## config.mk

```make
export PLATFORM = sky130hd
export DESIGN_NAME = lenet_argmax
export DESIGN_NICKNAME = d
export VERILOG_FILES = /design/src/rtl/lenet_pkg.sv /design/src/rtl/argmax_merge4.sv /design/src/rtl/lenet_argmax.sv
export SDC_FILE = /design/constraint.sdc
export NUM_CORES = 1
export LEC_CHECK = 0
export CAP_MARGIN = 20
export CORE_ASPECT_RATIO = 0.7
export CORE_MARGIN = 4
export CORE_UTILIZATION = 25
export CTS_BUF_LIST = sky130_fd_sc_hd__clkbuf_8
export DETAILED_ROUTE_END_ITERATION = 10
export DONT_BUFFER_PORTS = 1
export PLACE_DENSITY = 0.36
export SLEW_MARGIN = 20
export SYNTH_ARGS = -nofsm -noshare
export SYNTH_HDL_FRONTEND = slang
export SYNTH_HIERARCHICAL = 1
export SYNTH_SLANG_ARGS = --single-unit
export TNS_END_PERCENT = 30
```

## constraint.sdc

```tcl
create_clock -name clk -period 11.3 [get_ports clk]
set_input_delay 2.26 -clock clk [delete_from_list [all_inputs] [get_ports clk]]
set_output_delay 2.26 -clock clk [all_outputs]
set_load 0.02 [all_outputs]
```

## src/rtl/lenet_pkg.sv

```systemverilog
// Shared constants and FSM state type for the LeNet final classification stage.
// Scores are signed bytes packed four to an SRAM f word, lowest class in the top byte.
package lenet_pkg;

    localparam int SCORE_WIDTH    = 8;
    localparam int NUM_CLASS      = 10;
    localparam int SRAM_F_WORDS   = 3;
    localparam int BYTES_PER_WORD = 4;

    localparam int WORD_WIDTH   = SCORE_WIDTH * BYTES_PER_WORD;
    localparam int MARGIN_WIDTH = SCORE_WIDTH + 1;
    localparam int CLASS_WIDTH  = 4;
    localparam int ADDR_WIDTH   = 2;

    // The last word only carries the classes left over after the full words.
    localparam int LAST_BYTES = NUM_CLASS - BYTES_PER_WORD * (SRAM_F_WORDS - 1);
    localparam logic [BYTES_PER_WORD-1:0] LAST_MASK = BYTES_PER_WORD'((1 << LAST_BYTES) - 1);

    localparam logic signed [SCORE_WIDTH-1:0] SCORE_MIN = {1'b1, {(SCORE_WIDTH-1){1'b0}}};

    typedef enum logic [1:0] {
        IDLE,
        ISSUE,
        DRAIN,
        DONE
    } argmax_state_e;

endpackage

```

## src/rtl/argmax_merge4.sv

```systemverilog
// Folds up to four class scores into the running best/second-best pair.
// Bytes are visited in ascending class order so a tie on best keeps the lower index.
module argmax_merge4
    import lenet_pkg::*;
(
    input  logic signed [SCORE_WIDTH-1:0]              i_best,
    input  logic signed [SCORE_WIDTH-1:0]              i_second,
    input  logic [CLASS_WIDTH-1:0]                     i_bestIdx,
    input  logic [BYTES_PER_WORD-1:0][SCORE_WIDTH-1:0] i_scores,
    input  logic [CLASS_WIDTH-1:0]                     i_baseIdx,
    input  logic [BYTES_PER_WORD-1:0]                  i_mask,
    output logic signed [SCORE_WIDTH-1:0]              o_best,
    output logic signed [SCORE_WIDTH-1:0]              o_second,
    output logic [CLASS_WIDTH-1:0]                     o_bestIdx
);

    logic signed [SCORE_WIDTH-1:0] w_cand;

    // An equal score never displaces best; it can only raise second.
    always_comb begin
        o_best    = i_best;
        o_second  = i_second;
        o_bestIdx = i_bestIdx;
        w_cand    = '0;
        for (int k = 0; k < BYTES_PER_WORD; k++) begin
            w_cand = i_scores[k];
            if (i_mask[k]) begin
                if (w_cand > o_best) begin
                    o_second  = o_best;
                    o_best    = w_cand;
                    o_bestIdx = i_baseIdx + CLASS_WIDTH'(k);
                end else if (w_cand > o_second) begin
                    o_second = w_cand;
                end
            end
        end
    end

endmodule

```

## src/rtl/lenet_argmax.sv

```systemverilog
// Final classification stage: reads the FC2 scores from SRAM f after fc2_done and
// presents the winning class, score and margin over the runner-up on a valid/ready port.
module lenet_argmax
    import lenet_pkg::*;
#(
    parameter int MARGIN_THRESH = 8
) (
    input  logic                    clk,
    input  logic                    srstn,
    input  logic                    fc2_done,
    output logic [ADDR_WIDTH-1:0]   sram_raddr_f,
    input  logic [WORD_WIDTH-1:0]   sram_rdata_f,
    output logic                    busy,
    output logic                    result_valid,
    input  logic                    result_ready,
    output logic [CLASS_WIDTH-1:0]  result_class,
    output logic [SCORE_WIDTH-1:0]  result_score,
    output logic [MARGIN_WIDTH-1:0] result_margin,
    output logic                    low_conf
);

    argmax_state_e                     r_state;
    logic [ADDR_WIDTH-1:0]             r_addrCnt;
    logic                              r_rdVld;
    logic [ADDR_WIDTH-1:0]             r_rdAddr;
    logic signed [SCORE_WIDTH-1:0]     r_best;
    logic signed [SCORE_WIDTH-1:0]     r_second;
    logic [CLASS_WIDTH-1:0]            r_bestIdx;
    logic                              r_resultValid;
    logic [CLASS_WIDTH-1:0]            r_resultClass;
    logic [SCORE_WIDTH-1:0]            r_resultScore;
    logic [MARGIN_WIDTH-1:0]           r_resultMargin;
    logic                              r_lowConf;

    logic [BYTES_PER_WORD-1:0][SCORE_WIDTH-1:0] w_scores;
    logic [BYTES_PER_WORD-1:0]                  w_mask;
    logic [CLASS_WIDTH-1:0]                     w_baseIdx;
    logic signed [SCORE_WIDTH-1:0]              w_best;
    logic signed [SCORE_WIDTH-1:0]              w_second;
    logic [CLASS_WIDTH-1:0]                     w_bestIdx;
    logic [MARGIN_WIDTH-1:0]                    w_margin;

    always_comb begin
        w_scores = '0;
        for (int k = 0; k < BYTES_PER_WORD; k++) begin
            w_scores[k] = sram_rdata_f[WORD_WIDTH-1-SCORE_WIDTH*k -: SCORE_WIDTH];
        end
    end

    assign w_mask    = (r_rdAddr == ADDR_WIDTH'(SRAM_F_WORDS - 1)) ? LAST_MASK : '1;
    assign w_baseIdx = {r_rdAddr, 2'b00};

    argmax_merge4 u_merge (
        .i_best    (r_best),
        .i_second  (r_second),
        .i_bestIdx (r_bestIdx),
        .i_scores  (w_scores),
        .i_baseIdx (w_baseIdx),
        .i_mask    (w_mask),
        .o_best    (w_best),
        .o_second  (w_second),
        .o_bestIdx (w_bestIdx)
    );

    // best >= second always holds, so the sign-extended difference fits unsigned.
    assign w_margin = {w_best[SCORE_WIDTH-1], w_best} - {w_second[SCORE_WIDTH-1], w_second};

    // DRAIN is the cycle the last word is merged, so results are taken straight from the merger.
    always_ff @(posedge clk or posedge srstn) begin
        if (srstn) begin
            r_state        <= IDLE;
            r_addrCnt      <= '0;
            r_rdVld        <= 1'b0;
            r_rdAddr       <= '0;
            r_best         <= SCORE_MIN;
            r_second       <= SCORE_MIN;
            r_bestIdx      <= '0;
            r_resultValid  <= 1'b0;
            r_resultClass  <= '0;
            r_resultScore  <= '0;
            r_resultMargin <= '0;
            r_lowConf      <= 1'b0;
        end else begin
            r_rdVld  <= (r_state == ISSUE);
            r_rdAddr <= r_addrCnt;
            if (r_rdVld) begin
                r_best    <= w_best;
                r_second  <= w_second;
                r_bestIdx <= w_bestIdx;
            end
            case (r_state)
                IDLE: begin
                    if (fc2_done) begin
                        r_state   <= ISSUE;
                        r_addrCnt <= '0;
                        r_best    <= SCORE_MIN;
                        r_second  <= SCORE_MIN;
                        r_bestIdx <= '0;
                    end
                end
                ISSUE: begin
                    r_addrCnt <= r_addrCnt + 1'b1;
                    if (r_addrCnt == ADDR_WIDTH'(SRAM_F_WORDS - 1)) begin
                        r_state <= DRAIN;
                    end
                end
                DRAIN: begin
                    r_state        <= DONE;
                    r_addrCnt      <= '0;
                    r_resultValid  <= 1'b1;
                    r_resultClass  <= w_bestIdx;
                    r_resultScore  <= w_best;
                    r_resultMargin <= w_margin;
                    r_lowConf      <= (w_margin < MARGIN_WIDTH'(MARGIN_THRESH));
                end
                DONE: begin
                    if (result_ready) begin
                        r_state        <= IDLE;
                        r_resultValid  <= 1'b0;
                        r_resultClass  <= '0;
                        r_resultScore  <= '0;
                        r_resultMargin <= '0;
                        r_lowConf      <= 1'b0;
                    end
                end
                default: r_state <= IDLE;
            endcase
        end
    end

    assign sram_raddr_f  = (r_state == ISSUE) ? r_addrCnt : '0;
    assign busy          = (r_state != IDLE);
    assign result_valid  = r_resultValid;
    assign result_class  = r_resultClass;
    assign result_score  = r_resultScore;
    assign result_margin = r_resultMargin;
    assign low_conf      = r_lowConf;

endmodule

```

==> results of run 1 <==
-- state kept, by name, summed over array words and instances (netlist names) --
name	cells
low_conf	1
r_addrCnt	2
r_best	8
r_bestIdx	4
r_rdAddr	2
r_rdVld	1
r_second	8
r_state	2
result_class	4
result_margin	9
result_score	8
result_valid	1
-- cells by family (layout without fill, tap and decap cells) --
group / count (synthesis) / after routing / synth area share [%]
AOI/OAI and AO/OA: 220 / 220 / 28.2
xor gates and xnor gates: 5 / 5 / 0.754
adders and majority gates: 82 / 82 / 17.8
buffers and inverters: 80 / 158 / 5.30
DFF: 50 / 50 / 21.6
muxes: 30 / 30 / 5.23
other: 2 / 18 / 0.129
and+or+nand+nor: 251 / 251 / 21.0
-- through the flow --
| step | setup WS [ps] | TNS [ps] | cells | cell area (um^2) | hold WS, ps |
|---|---|---|---|---|---|
| after detailed placement | -173 | -258 | 1095 | 6740 | 389 |
| after floorplan | 7.47 | 0 | 736 | 5870 | 368 |
| after global placement | -103 | -229 | 1095 | 6740 | 393 |
| final | 381 | 0 | 1126 | 7260 | 403 |
| after global routing | -33.3 | -53.8 | 1126 | 7260 | 406 |
| after CTS | 106 | 0 | 1103 | 6840 | 397 |
-- critical path: cells and delay by family --
kind,cells,cell delay [ps]
adders and majority gates,5,1620
buffers and inverters,4,600
and+or+nand+nor,11,2080
AOI/OAI and AO/OA,23,4420
xor gates and xnor gates,1,160
-- worst max-delay path by stage --
stage,end,depth (start not counted),from
global route,low_conf,45,sram_rdata_f[31]
detailed placement,low_conf,49,sram_rdata_f[31]
finish,low_conf,44,sram_rdata_f[31]
floorplan,low_conf,46,sram_rdata_f[31]
global placement,low_conf,47,sram_rdata_f[31]
CTS,low_conf,49,sram_rdata_f[31]
-- metal layers --
layer / vias to the layer above / GRT usage [%]
li1: 2816 / -
met1: 2818 / 27.0
met2: 138 / 23.2
met3: 2 / 3.07
met4: 0 / 1.12
met5: - / 0
-- synthesized netlist by cell type (all sizes together), types with 5 or more instances --
| library cell | number |
|---|---|
| a22oi | 8 |
| inv | 51 |
| o211ai | 11 |
| a22o | 7 |
| and4 | 6 |
| nand3 | 14 |
| nor2 | 70 |
| clkbuf | 23 |
| a211o | 5 |
| dfrtp | 48 |
| o31ai | 10 |
| o21ai | 42 |
| a21o | 7 |
| a31oi | 8 |
| mux2i | 27 |
| a2111oi | 5 |
| nand2 | 81 |
| buf | 6 |
| nand2b | 10 |
| nor2b | 14 |
| nand4 | 9 |
| ha | 81 |
| o21a | 17 |
| a21oi | 48 |
| a211oi | 7 |
| nor3 | 15 |
| and2 | 6 |
| nand3b | 12 |
-- final cells by class --
type | instances | area [um^2]
clock buffer | 6 | 82.6
clock inverter | 2 | 12.5
fill | 2438 | 15500
inverter | 51 | 193
multi-input combinational | 606 | 4520
sequential | 50 | 1250
tap | 312 | 390
timing repair buffer | 99 | 805
-- repair_timing --
item	CTS	global route
buffers inserted	0	22
setup endpoints to repair	0	9
gates resized for setup	0	52
==> impl_results.md, run 1 <==
- Count of flip-flops with a built-in enable after synthesis: 0
- Final routed DRC violation total: 0
- Maxcap violations: 0
- Met2 wire length: 9020 um
- Average via count per standard cell: 5.13
- DRT Pass-1 Iters: 5
- Routed wirelength normalized by instance count: 19.7 um
- Max Fanout on Critical Path: 7
- Portion of synthesized cell area occupied by the leading cell type: 20.7%
- Number of antenna cells inserted: 0
- Rel. slew slack: 30.0%
- Die boundary width: 190 um
- Classification of the worst-slack hold path: register to register
- Root buffer cell: clkbuf_8
- Category of the worst setup path launch point: input port
- Skew-Pair Late Insertion Delay: 310 ps
- Critical Path Slowest Stage Cell: or4b_4
- Via count of the first global-routing pass: 5554
- Part of the cycle the worst path needs: 96.6%
- Total via count in the routed design: 5774
- Largest net degree at the start of global routing: 51
- Post-DP HPWL: 18300 um
- Routed wl met3: 1300 um
- Fmax: 0.0916 GHz
- Total grt overflow: 0
- DRT antenna net count: 0
- Overall fraction of global-route tracks in use: 16.6%
- Part of the Yosys area used for sequential elements: 21.6%
- Max Buffers Root-to-Sink: 2
- Final Max Slew Viols: 0
- CP endpoint kind: register
- Worst R2R End: low_conf
- Number of antenna violations at the first check in global routing: 0
- Total Die Area: 25800 um^2
- Async SR Flop Fraction: 100%
- Min Clock Period, post-route: 10920 ps
- Clock Pin Slew Worst Setup and Hold Paths: 100 ps
- Number of distinct library cell variants in the gate-level netlist after synthesis: 81
- Worst stage delay on the critical path: 480 ps
- Final Hold Viols: 0
- Routed WL: 22200 um
- Total of buffers placed on input and output ports: 0
- Mean instance size in the synthesized netlist: 8.07 um^2
- Most used DFF post-synth: dfrtp_1
- Reg2reg setup slack: 1690 ps
- Most common cell on crit path: o21a_1
- Rows: 46
- Met1 layer wirelength in the final routing: 11900 um
- End-of-flow core utilization: 31.9%
- Y dimension of the die: 136 um
- Number of levels the H-tree was split into: 2
- Relative area change from synthesis to final layout: 24.9%
- CTS hold repair buffers: 0
- Final setup fails: 0
- Effective utilization at floorplan: 25.6%
- Start point of the worst min-delay path: r_addrCnt[0]
- Most common library cell in the layout ignoring fill and taps: buf_4
- Wire length of the first global-routing pass: 33400 um
- Yosys warning count: 6
- Final estimated routing congestion in global placement: 0.878
- Capture endpoint of the worst hold path: r_rdAddr[0]
- Core Region: 22700 um^2
- Post-synthesis register bit count: 50
- Top cells by area, synth: dfrtp_1 (21%), ha_1 (17%), nand2_1 (5.2%), mux2i_1 (4.7%), nor2_1 (4.5%)
- Run status: finished clean
- Highest metal used: met4
- Number of nets in the layout: 931
- Commonest non-fill, non-tap cells in the layout: buf_4 (94), nand2_1 (78), ha_1 (76)
- Syn Inst Count: 720
- Data required time of the critical path: 11510 ps
- Clock buffers created by TritonCTS: 5
- Crit path DAT: 11130 ps
- Cell taking the most area after synthesis: dfrtp_1
- Depth of the worst register-to-register path: 45
- Worst clock skew: 7.20 ps
- # clock sinks: 50
- Post-synthesis instance area: 5810 um^2
- Ports placed on the boundary: 62
- Count of routing violations after the opening detailed-route iteration: 347
- Worst-Margin Slew: 1050 ps
- Worst hold path stage count: 0
- Clock tree from TritonCTS: done
- Type of the setup path with the least slack: input port to register
- Share of layout cells above drive strength 1: 21.6%
- Reg2Reg Launch Point: r_best[7]
Power of run 1 is left out: the tool's default activity adds up to more than one toggle a clock period on the data nets, which glitch-free logic cannot reach.
==> run 2, diff against run 1 <==
--- a/config.mk
+++ b/config.mk
@@ -13,6 +13,7 @@
 export DETAILED_ROUTE_END_ITERATION = 10
 export DONT_BUFFER_PORTS = 1
 export PLACE_DENSITY = 0.36
+export SETUP_SLACK_MARGIN = 0.1
 export SLEW_MARGIN = 20
 export SYNTH_ARGS = -nofsm -noshare
 export SYNTH_HDL_FRONTEND = slang
==> run 2 against run 1 <==
  * Clock-buffer cell count did not move
  * Critical path depth shrank 1
  * Sequential share of layout area shrank 0.37 points
  * Register-to-register slack better by 110 ps
  * Critical path type unchanged
  * First-iteration DRC count down 24%
  * Core utilization is 0.74 points higher
  * Highest routed layer unchanged
  * Die area is the same
  * Maximum frequency increased by 1.1%
==> impl_results.md, run 2 (synthesis gave the netlist of run 1 again) <==
- Final routed DRC violation total: 0 (unchanged)
- Via count of the first global-routing pass: 5697 (was 5554)
- Part of the cycle the worst path needs: 95.6% (was 96.6%)
- Startpoint of the most critical setup path: sram_rdata_f[31] (unchanged)
- Type of the setup path with the least slack: input port to register (unchanged)
- Share of layout cells above drive strength 1: 24.2% (was 21.6%)
- Min Clock Period, post-route: 10800 ps (was 10920 ps)
- Count of routing violations after the opening detailed-route iteration: 263 (was 347)
- Crit path DAT: 11020 ps (was 11130 ps)
- Maxcap violations: 0 (unchanged)
- Summed area of non-filler cells in the final layout: 7420 um^2 (was 7260 um^2)
- Rel. slew slack: 27.1% (was 30.0%)
- Total grt overflow: 0 (unchanged)
- Most common library cell in the layout ignoring fill and taps: buf_4 (unchanged)
- Max Buffers Root-to-Sink: 2 (unchanged)
- CP endpoint kind: register (unchanged)
- # clock sinks: 50 (unchanged)
- Classification of the worst-slack hold path: register to register (unchanged)
- Clock buffers created by TritonCTS: 5 (unchanged)
- Fmax: 0.0926 GHz (was 0.0916 GHz)
- Final sum of negative setup slack: 0 ps (unchanged)
- Largest net degree at the start of global routing: 27 (was 51)
- Root buffer cell: clkbuf_8 (unchanged)
- Clock Pin Slew Worst Setup and Hold Paths: 90 ps (was 100 ps)
- Average via count per standard cell: 5.07 (was 5.13)
- Final estimated routing congestion in global placement: 0.920 (was 0.878)
- Data required time of the critical path: 11520 ps (was 11510 ps)
- Routed wirelength normalized by instance count: 19.4 um (was 19.7 um)
- Most common cell on crit path: o21a_1 (unchanged)
- Hold WS: 416 ps (was 403 ps)
- DRT Pass-1 Iters: 5 (unchanged)
- Fillers: 2407 (was 2438)
- Run status: finished clean (unchanged)
- CTS hold repair buffers: 0 (unchanged)
- Post-DP HPWL: 18400 um (was 18300 um)
- Number of levels the H-tree was split into: 2 (unchanged)
- Wire length of the first global-routing pass: 33900 um (was 33400 um)
- Skew-Pair Late Insertion Delay: 310 ps (about the same)
- Setup repair after global routing missed its margin: false
- Core Region: 22700 um^2 (unchanged)
- Max Fanout on Critical Path: 6 (was 7)
- Number of antenna cells inserted: 0 (unchanged)
- Clock tree from TritonCTS: done (unchanged)
- Start point of the worst min-delay path: r_addrCnt[0] (unchanged)
- Worst clock skew: 5.34 ps (was 7.20 ps)
- Routed WL: 22200 um (about the same)
- Final Hold Viols: 0 (unchanged)
- Worst stage delay on the critical path: 640 ps (was 480 ps)
- Critical Path Slowest Stage Cell: a2111oi_1 (was or4b_4)
- Commonest non-fill, non-tap cells in the layout: buf_4 (111), nand2_1 (77), ha_1 (76) (was buf_4 (94), nand2_1 (78), ha_1 (76))
- Largest register FFs: 9 (unchanged)
- DRT antenna net count: 0 (unchanged)
- Number of antenna violations at the first check in global routing: 0 (unchanged)
- Total via count in the routed design: 5797 (was 5774)
- Rows: 46 (unchanged)
- Worst-Margin Slew: 1090 ps (was 1050 ps)
- Y dimension of the die: 136 um (unchanged)
- Number of nets in the layout: 949 (was 931)
- Category of the worst setup path launch point: input port (unchanged)
- Met1 layer wirelength in the final routing: 12000 um (was 11900 um)
- Die boundary width: 190 um (unchanged)
- Total of buffers placed on input and output ports: 0 (unchanged)
- Relative area change from synthesis to final layout: 27.8% (was 24.9%)
- Ports placed on the boundary: 62 (unchanged)
- Routed wl met3: 1030 um (was 1300 um)
- Total Die Area: 25800 um^2 (unchanged)
- Overall fraction of global-route tracks in use: 16.9% (was 16.6%)
- Effective utilization at floorplan: 25.6% (unchanged)
- Reg2Reg Launch Point: r_best[7] (unchanged)
- Cell area after placement: 6940 um^2 (was 6740 um^2)
- Final setup fails: 0 (unchanged)
- Highest metal used: met4 (unchanged)
- Final Max Slew Viols: 0 (unchanged)
- Met2 wire length: 8980 um (was 9020 um)
## run 2: path summary, 6_finish.rpt
| kind | slack [ps] | depth (start not counted) | endpoint |
|---|---|---|---|
| max | 500 | 43 | low_conf |
| min | 420 | 0 | r_rdAddr[0] |
| min reg2reg | 420 | 0 | r_rdAddr[0] |
| max in group asynchronous | 8830 | 2 | result_score[1] |
| max reg2reg | 1800 | 44 | low_conf |
| min in group asynchronous | 1900 | 1 | r_addrCnt[1] |
## run 2: area by class of cell
cell class	count	area, um^2	area share [%]
multi-input cells	606	4550	61.3
flip-flops and latches	50	1250	16.9
repair buffers	117	918	12.4
well taps	312	390	5.26
inverters	51	191	2.58
clock buffers	6	82.6	1.11
clock inverters	2	33.8	0.455
## run 2: stage by stage
| stage | cells | utilization [%] | worst slack (ps) |
|---|---|---|---|
| detailed placement | 1120 | 30.5 | -387 |
| floorplan | 736 | - | 98.8 |
| global route | 1144 | 32.7 | 73.1 |
| finish | 1144 | 32.7 | 496 |
| global placement | 1119 | 30.4 | -343 |
| CTS | 1128 | 31.0 | 105 |
## run 2: timing repair
action / in CTS / in global routing
setup buffers: 0 / 16
gates cloned: 0 / 0
gates resized for setup: 3 / 59
pin swaps: 0 / 21
endpoints found under the setup margin: 3 / 9
## run 2: per-layer routing
metal	track usage [%]	up-vias
li1	-	2860
met1	27.1	2796
met2	24.4	128
met3	2.68	13
met4	1.71	0
met5	0	-
## run 2: worst max-delay path: cells and delay by family
family,cells,cell delay [ps]
compound gates,25,5200
xor+xnor,1,210
fa+ha+maj,5,1470
buf+inv,5,690
mux,1,90
simple gates,6,1120
Power of run 2 is left out for the same reason.
==> run 3, diff against run 2 <==
--- a/config.mk
+++ b/config.mk
@@ -7,7 +7,7 @@
 export LEC_CHECK = 0
 export CAP_MARGIN = 20
 export CORE_ASPECT_RATIO = 0.7
-export CORE_MARGIN = 4
+export CORE_MARGIN = 8
 export CORE_UTILIZATION = 25
 export CTS_BUF_LIST = sky130_fd_sc_hd__clkbuf_8
 export DETAILED_ROUTE_END_ITERATION = 10
==> run 3 against run 2 <==
  * Critical path type unchanged
  * Sequential cell count did not move
  * Via count rose by 1.2%
  * First-iteration DRC count rose by 51%
  * Critical endpoint unchanged
  * Clock skew rose by 0.68 ps
==> impl_results.md, run 3 (synthesis gave the netlist of run 1 again) <==
- Rel. slew slack: 42.4% (was 27.1%)
- Relative area change from synthesis to final layout: 26.7% (was 27.8%)
- Post-DP HPWL: 18800 um (was 18400 um)
- Routed WL: 22500 um (was 22200 um)
- Largest register FFs: 9 (unchanged)
- End-of-flow core utilization: 32.4% (was 32.7%)
- Rows: 46 (unchanged)
- Number of nets in the layout: 946 (was 949)
- Data required time of the critical path: 11530 ps (was 11520 ps)
- Setup repair after global routing missed its margin: false (unchanged)
- DRT antenna net count: 0 (unchanged)
- Clock buffers created by TritonCTS: 5 (unchanged)
- Run status: finished clean (unchanged)
- Classification of the worst-slack hold path: register to register (unchanged)
- Core Region: 22700 um^2 (unchanged)
- Cell area after placement: 6980 um^2 (was 6940 um^2)
- Placed Instances: 1127 (was 1120)
- Worst R2R End: low_conf (unchanged)
- Start point of the worst min-delay path: r_addrCnt[0] (unchanged)
- Final setup fails: 0 (unchanged)
- CP delay by family, top: compound AO/OA/AOI/OAI gates (unchanged)
- Y dimension of the die: 144 um (was 136 um)
- Worst clock skew: 6.02 ps (was 5.34 ps)
- Buffering stage count on the worst path with inverters included: 4 (was 5)
- Final Hold Viols: 0 (unchanged)
- Category of the worst setup path launch point: input port (unchanged)
- Clock Pin Slew Worst Setup and Hold Paths: 100 ps (was 90 ps)
- Effective utilization at floorplan: 25.6% (unchanged)
- Largest net degree at the start of global routing: 51 (was 27)
- Min Clock Period, post-route: 10820 ps (was 10800 ps)
- Depth of the worst register-to-register path: 43 (was 44)
- Overall fraction of global-route tracks in use: 15.4% (was 16.9%)
- Non-Filler Instances: 1141 (was 1144)
- Crit path capture: low_conf (unchanged)
- Clock tree from TritonCTS: done (unchanged)
- Number of levels the H-tree was split into: 2 (unchanged)
- Root buffer cell: clkbuf_8 (unchanged)
- Fillers: 2407 (unchanged)
- Average via count per standard cell: 5.14 (was 5.07)
- Maxcap violations: 0 (unchanged)
- Worst stage delay on the critical path: 480 ps (was 640 ps)
- Total via count in the routed design: 5867 (was 5797)
- Summed area of non-filler cells in the final layout: 7360 um^2 (was 7420 um^2)
- Crit path DAT: 11050 ps (was 11020 ps)
- Wire length of the first global-routing pass: 33600 um (was 33900 um)
- Die boundary width: 198 um (was 190 um)
- Final routed DRC violation total: 0 (unchanged)
- Type of the setup path with the least slack: input port to register (unchanged)
- Ports placed on the boundary: 62 (unchanged)
- Final estimated routing congestion in global placement: 0.897 (was 0.920)
- Routed wirelength normalized by instance count: 19.7 um (was 19.4 um)
- Total Die Area: 28400 um^2 (was 25800 um^2)
- Skew-Pair Late Insertion Delay: 310 ps (about the same)
- Final Max Slew Viols: 0 (unchanged)
- Reg2reg setup slack: 1790 ps (was 1800 ps)
- Reg2Reg Launch Point: r_best[7] (unchanged)
- Worst hold path stage count: 0 (unchanged)
- Cell depth of the worst setup path: 42 (was 43)
- Count of routing violations after the opening detailed-route iteration: 397 (was 263)
- CTS hold repair buffers: 0 (unchanged)
- Number of antenna cells inserted: 0 (unchanged)
- CP endpoint kind: register (unchanged)
- Worst-Margin Slew: 842 ps (was 1090 ps)
- Total of buffers placed on input and output ports: 0 (unchanged)
- Number of antenna violations at the first check in global routing: 0 (unchanged)
- Startpoint of the most critical setup path: sram_rdata_f[31] (unchanged)
- Part of the cycle the worst path needs: 95.7% (was 95.6%)
- # clock sinks: 50 (unchanged)
- Max Fanout on Critical Path: 7 (was 6)
- Total grt overflow: 0 (unchanged)
- Fin worst setup slack: 481 ps (was 496 ps)
- Fmax: 0.0924 GHz (was 0.0926 GHz)
- Most common library cell in the layout ignoring fill and taps: buf_4 (unchanged)
- Share of layout cells above drive strength 1: 23.4% (was 24.2%)
- Commonest non-fill, non-tap cells in the layout: buf_4 (110), nand2_1 (78), ha_1 (78) (was buf_4 (111), nand2_1 (77), ha_1 (76))
- DRT Pass-1 Iters: 5 (unchanged)
- Setup WS pre-CTS: -414 ps (was -387 ps)
- Critical Path Slowest Stage Cell: or4b_4 (was a2111oi_1)
- Max Buffers Root-to-Sink: 2 (unchanged)
- Via count of the first global-routing pass: 5565 (was 5697)
[run 3: cell types whose count changed in the layout (fill, tap and decap cells not counted), sizes merged]
cell    previous run  this run
buf              117       114
clkbuf             6         5
inv               52        53
[run 3: through the flow]
stage,hold WS [ps],TNS (ps)
floorplan,368,0
global placement,387,-1260
detailed placement,402,-1190
CTS,425,0
global route,438,0
finish,411,0
[run 3: worst min path at each step]
stage                     slack [ps]     endpoint
after CTS                        430  r_rdAddr[0]
after global placement           390  r_rdAddr[0]
after floorplan                  370  r_rdAddr[0]
after global routing             440  r_rdAddr[0]
final                            410  r_rdAddr[0]
after detailed placement         400  r_rdAddr[0]
[run 3: area by class of cell]
type | instances | area, um^2 | share of cell area [%]
Clock buffer | 5 | 68.8 | 0.935
Clock inverter | 3 | 37.5 | 0.510
Inverter | 51 | 191 | 2.60
Multi-Input combinational cell | 606 | 4540 | 61.7
Sequential cell | 50 | 1250 | 17.0
Tap cell | 312 | 390 | 5.30
Timing Repair Buffer | 114 | 880 | 11.9
[run 3: worst reg2reg max path, delay by kind of cell (launching register included)]
kind	cells	cell delay (ps)
AO/OA/AOI/OAI	22	4480
flip-flops	1	570
AND/OR/NAND/NOR	10	2060
XOR/XNOR	1	160
adder cells (fa/ha/maj)	5	1500
buffers and inverters	5	640
[run 3: timing repair]
action | CTS | global route
resized for setup | 2 | 55
setup endpoints to repair | 2 | 9
pin swaps | 0 | 19
buffers inserted | 0 | 6
[run 3: metal layers]
layer | vias to the layer above | routed length [um] | track usage [%]
li1 | 2845 | - | -
met1 | 2864 | 12000 | 24.1
met2 | 140 | 8990 | 21.6
met3 | 18 | 1390 | 3.01
met4 | 0 | 155 | 1.84
met5 | - | 0 | 0
Power of run 3 is left out for the same reason.
==> edit 1: new RTL, flow settings as in run 2 <==
`BYTES_PER_WORD`: 4 -> 8.
--- a/src/rtl/lenet_pkg.sv
+++ b/src/rtl/lenet_pkg.sv
@@ -5,7 +5,7 @@
     localparam int SCORE_WIDTH    = 8;
     localparam int NUM_CLASS      = 10;
     localparam int SRAM_F_WORDS   = 3;
-    localparam int BYTES_PER_WORD = 4;
+    localparam int BYTES_PER_WORD = 8;
 
     localparam int WORD_WIDTH   = SCORE_WIDTH * BYTES_PER_WORD;
     localparam int MARGIN_WIDTH = SCORE_WIDTH + 1;
Interface: changed (resized sram_rdata_f); port bits go from 62 to 94. The function was not compared with the original's and may differ.
==> edit 1 against run 2 <==
The flow now finishes with violations (setup timing). Routed wire length increased by 100%. Setup slack got worse by 7500 ps. Design area increased by 100%. Synthesized cell count increased by 75%. Area after synthesis increased by 65%. Sequential cell count unchanged. Via count increased by 96%. Critical path depth increased by 49. Critical path type unchanged. Highest routed layer unchanged.
Power is not shown: default switching activity piles up to over one toggle a cycle in this logic, so the estimate is an artifact.
==> edit 1: results (changes against run 2) <==
Status
  • Status: finished, violations left (was finished, final reports clean)
  • Failing checks: setup timing

Synthesis
  • Synth area leaders: ha_1, dfrtp_1, nor2_1 (was dfrtp_1, ha_1, nand2_1)
  • Distinct cells, synth: 111 (was 81)
  • Synthesized area per cell: 7.62 um2 (was 8.07 um2)

Layout
  • Diodes inserted: 1 (was 0)
  • Multi-input combinational area share: 60.5% (was 61.3%)
  • Non-clk invs: 85 (was 51)
  • Clock buf count: 5 (was 6)
  • Fraction of area in registers: 8.35% (was 16.9%)
  • Multi-input gates: 1114 (was 606)
  • Nets: 1936 (was 949)
  • Layout cells sized above 1: 41.3% (was 24.2%)

Setup path
  • Worst EP arrival: 18480 ps (was 11020 ps)
  • R2R cell count: 93 (was 44)
  • Worst Setup SP: sram_rdata_f[60] (was sram_rdata_f[31])
  • Maximum fanout along the worst path: 8 (was 6)
  • Worst reg2reg path startpoint: r_second[7]$_DFF_PP1_ (was r_best[7]$_DFF_PP1_)
  • Worst path max stage delay: 380 ps (was 640 ps)
  • Slowest stage cell, crit path: o31a_1 (was a2111oi_1)

Route
  • 1st-iter DRT viols: 853 (was 263)
  • Met1 wire length: 24200 um (was 12000 um)
  • Met3 WL: 2910 um (was 1030 um)
  • Vias: 11400 (was 5797)
  • WL per Instance: 20.5 um (was 19.4 um)
  • Drt via density: 5.15 (was 5.07)

Timing
  • Final setup margin: -6960 ps (was 496 ps)
  • Final setup viols: 42 (was 0)
  • Clock Skews: 5.76 ps (was 5.34 ps)
  • Setup TNS: -235370 ps (was 0 ps)
  • Hold WS: 455 ps (was 416 ps)
  • Worst rel slew slack: 40.7% (was 27.1%)

Global route
  • Vias in the first global route: 11200 (was 5697)
  • All-Layer GR Usage: 20.9% (was 16.9%)
  • Met2 Resource Use GR: 30.2% (was 24.4%)
  • Met1 Resource Use GR: 33.3% (was 27.1%)
  • Largest net degree at the start of global routing: 51 (was 27)
  • Wire length of the first global-routing pass: 68300 um (was 33900 um)

Clock tree
  • Resized cells post-CTS: 105 (was 3)
  • Setup bufs post-CTS: 54 (was 0)

Worst hold path
  • Hold Path End: r_rdAddr[1]$_DFF_PP0_ (was r_rdAddr[0]$_DFF_PP0_)

Placement
  • Placed cell area: 13500 um2 (was 6940 um2)
  • Detail Placement HPWL: 37900 um (was 18400 um)
  • GPL Wtd Cong: 0.904 (was 0.920)
edit 1: cell count changes in the layout (fill, tap and decap cells not counted), sizes merged, moves of 15 or more:
cell   before  now
buf       117  463
ha         81  148
nor2       70  133
o21a       17   59
o21ai      42   82
nand2      81  118
a21oi      48   84
inv        52   86
conb       18   46
nand3      14   30
nand4       9   24
edit 1: logic make-up after synthesis:
| kind of cell | share of synthesized area (%) |
|---|---|
| and+or+nand+nor | 20.8 |
| AOI/OAI and AO/OA | 34.9 |
| other | 0.0783 |
| xor gates and xnor gates | 0.731 |
| adders and majority gates | 19.5 |
| muxes | 4.50 |
| buffers and inverters | 6.38 |
| DFF | 13.1 |
edit 1: worst max-delay path, delay by kind of cell:
kind | cells | cell delay, ps
adders and majority gates | 9 | 2440
buffers and inverters | 8 | 1190
muxes | 1 | 260
and+or+nand+nor | 16 | 2290
AOI/OAI and AO/OA | 58 | 9990
==> edit 2: new RTL, settings of run 2 <==
Without the edit above. The 4 states of `argmax_state_e` get a Gray code encoding in 2 bits.
--- a/src/rtl/lenet_pkg.sv
+++ b/src/rtl/lenet_pkg.sv
@@ -19,10 +19,10 @@
     localparam logic signed [SCORE_WIDTH-1:0] SCORE_MIN = {1'b1, {(SCORE_WIDTH-1){1'b0}}};
 
     typedef enum logic [1:0] {
-        IDLE,
-        ISSUE,
-        DRAIN,
-        DONE
+        IDLE  = 2'b00,
+        ISSUE = 2'b01,
+        DRAIN = 2'b11,
+        DONE  = 2'b10
     } argmax_state_e;
 
 endpackage
Formal check against the unedited RTL: no difference found for any inputs over 4 cycles, from zero or initial values and one cycle with srstn high; so few cycles prove little.
==> edit 2 against run 2 <==
Register-to-register slack lost 30 ps. Design area shrank 2.8%. Sequential share of layout area grew 0.49 points. Routed wire length shrank 4.9%. Area after synthesis shrank 3.7%. Global-route usage shrank 0.54 points. Fmax shrank 0.40%. Setup slack lost 43 ps. Sequential cell count is the same. Highest routed layer unchanged.
Power is not shown: default switching activity piles up to over one toggle a cycle in this logic, so the estimate is an artifact.
==> edit 2: results (changes against run 2) <==
Setup path
  • Worst Setup SP: sram_rdata_f[27] (was sram_rdata_f[31])
  • Slowest stage cell, crit path: a32oi_4 (was a2111oi_1)
  • Reg-to-reg setup timing slack: 1770 ps (was 1800 ps)
  • Maximum fanout along the worst path: 12 (was 6)
  • Worst path max stage delay: 460 ps (was 640 ps)

Route
  • WL final: 21100 um (was 22200 um)
  • Vias: 5557 (was 5797)

Synthesis
  • Post-synthesis mux area share: 5.64% (was 5.23%)
  • Compound-Gate Fraction of Synth Area: 30.5% (was 28.2%)
  • Synth Area in XOR/XNOR: 0.783% (was 0.754%)
  • Mapped Cells: 676 (was 720)
  • Post-synthesis sequential area ratio: 22.4% (was 21.6%)
  • Distinct cells, synth: 84 (was 81)

Worst hold path
  • Hold Path End: r_rdAddr[1]$_DFF_PP0_ (was r_rdAddr[0]$_DFF_PP0_)
  • Hold_sp: r_addrCnt[1]$_DFFE_PP0P_ (was r_addrCnt[0]$_DFFE_PP0P_)

Clock tree
  • Clk slew on worst S/H paths: 110 ps (was 90 ps)

Global route
  • Vias in the first global route: 5314 (was 5697)
  • Largest net degree at the start of global routing: 51 (was 27)
  • Wire length of the first global-routing pass: 32300 um (was 33900 um)

Layout
  • FILL cells: 2294 (was 2407)
  • Nets: 901 (was 949)
  • Layout cells sized above 1: 26.1% (was 24.2%)

Status
  • Status: finished, final reports clean (unchanged)

Placement
  • GPL Wtd Cong: 0.859 (was 0.920)
  • Detail Placement HPWL: 17500 um (was 18400 um)
  • Post-placement cell count: 1041 (was 1120)

Timing
  • Hold WS: 450 ps (was 416 ps)
  • Slew @ Worst Pin: 810 ps (was 1090 ps)
edit 2: worst max-delay path by stage:
| stage | endpoint | slack (ps) | cells after the start |
|---|---|---|---|
| finish | low_conf$_DFFE_PP0P_ | 450 | 43 |
| global route | low_conf$_DFFE_PP0P_ | 60 | 44 |
| CTS | low_conf$_DFFE_PP0P_ | 100 | 44 |
| detailed placement | low_conf$_DFFE_PP0P_ | -370 | 44 |
| global placement | low_conf$_DFFE_PP0P_ | -330 | 46 |
| floorplan | low_conf$_DFFE_PP0P_ | 120 | 47 |
edit 2: logic make-up after synthesis:
group | count (synthesis)
simple gates | 213
buf+inv | 74
xor+xnor | 5
mux | 31
compound gates | 225
flops | 50
other cells | 2
fa+ha+maj | 76
edit 2: timing repair:
action / in CTS / in global routing
buffers inserted: 0 / 22
endpoints found under the setup margin: 2 / 9
pin swaps: 0 / 33
cloned: 0 / 1
resized for setup: 2 / 66
edit 2: through the flow:
stage                     setup WS [ps]  cell area [um2]
after floorplan                     122             5690
after global placement             -334             6630
after detailed placement           -375             6630
after CTS                           102             6730
after global routing               58.1             7210
final                               452             7210
edit 2: area by class of cell:
cell class	instances	area share, %
multi-input combinational	569	61.6
sequential	50	17.4
timing repair buffer	114	12.2
tap	282	4.89
inverter	49	2.55
clock buffer	5	0.954
clock inverter	3	0.399
edit 2: per-layer routing:
metal / routed length (um) / track usage, % / vias to the layer above
li1: - / - / 2741
met1: 11300 / 26.4 / 2668
met2: 8370 / 22.5 / 133
met3: 1210 / 3.17 / 15
met4: 200 / 2.50 / 0
met5: 0 / 0 / -
edit 2: critical path, delay by kind of cell:
family	cells	cell delay, ps
compound gates	20	4060
xor+xnor	1	120
fa+ha+maj	6	1820
buf+inv	4	560
mux	3	980
simple gates	9	1260
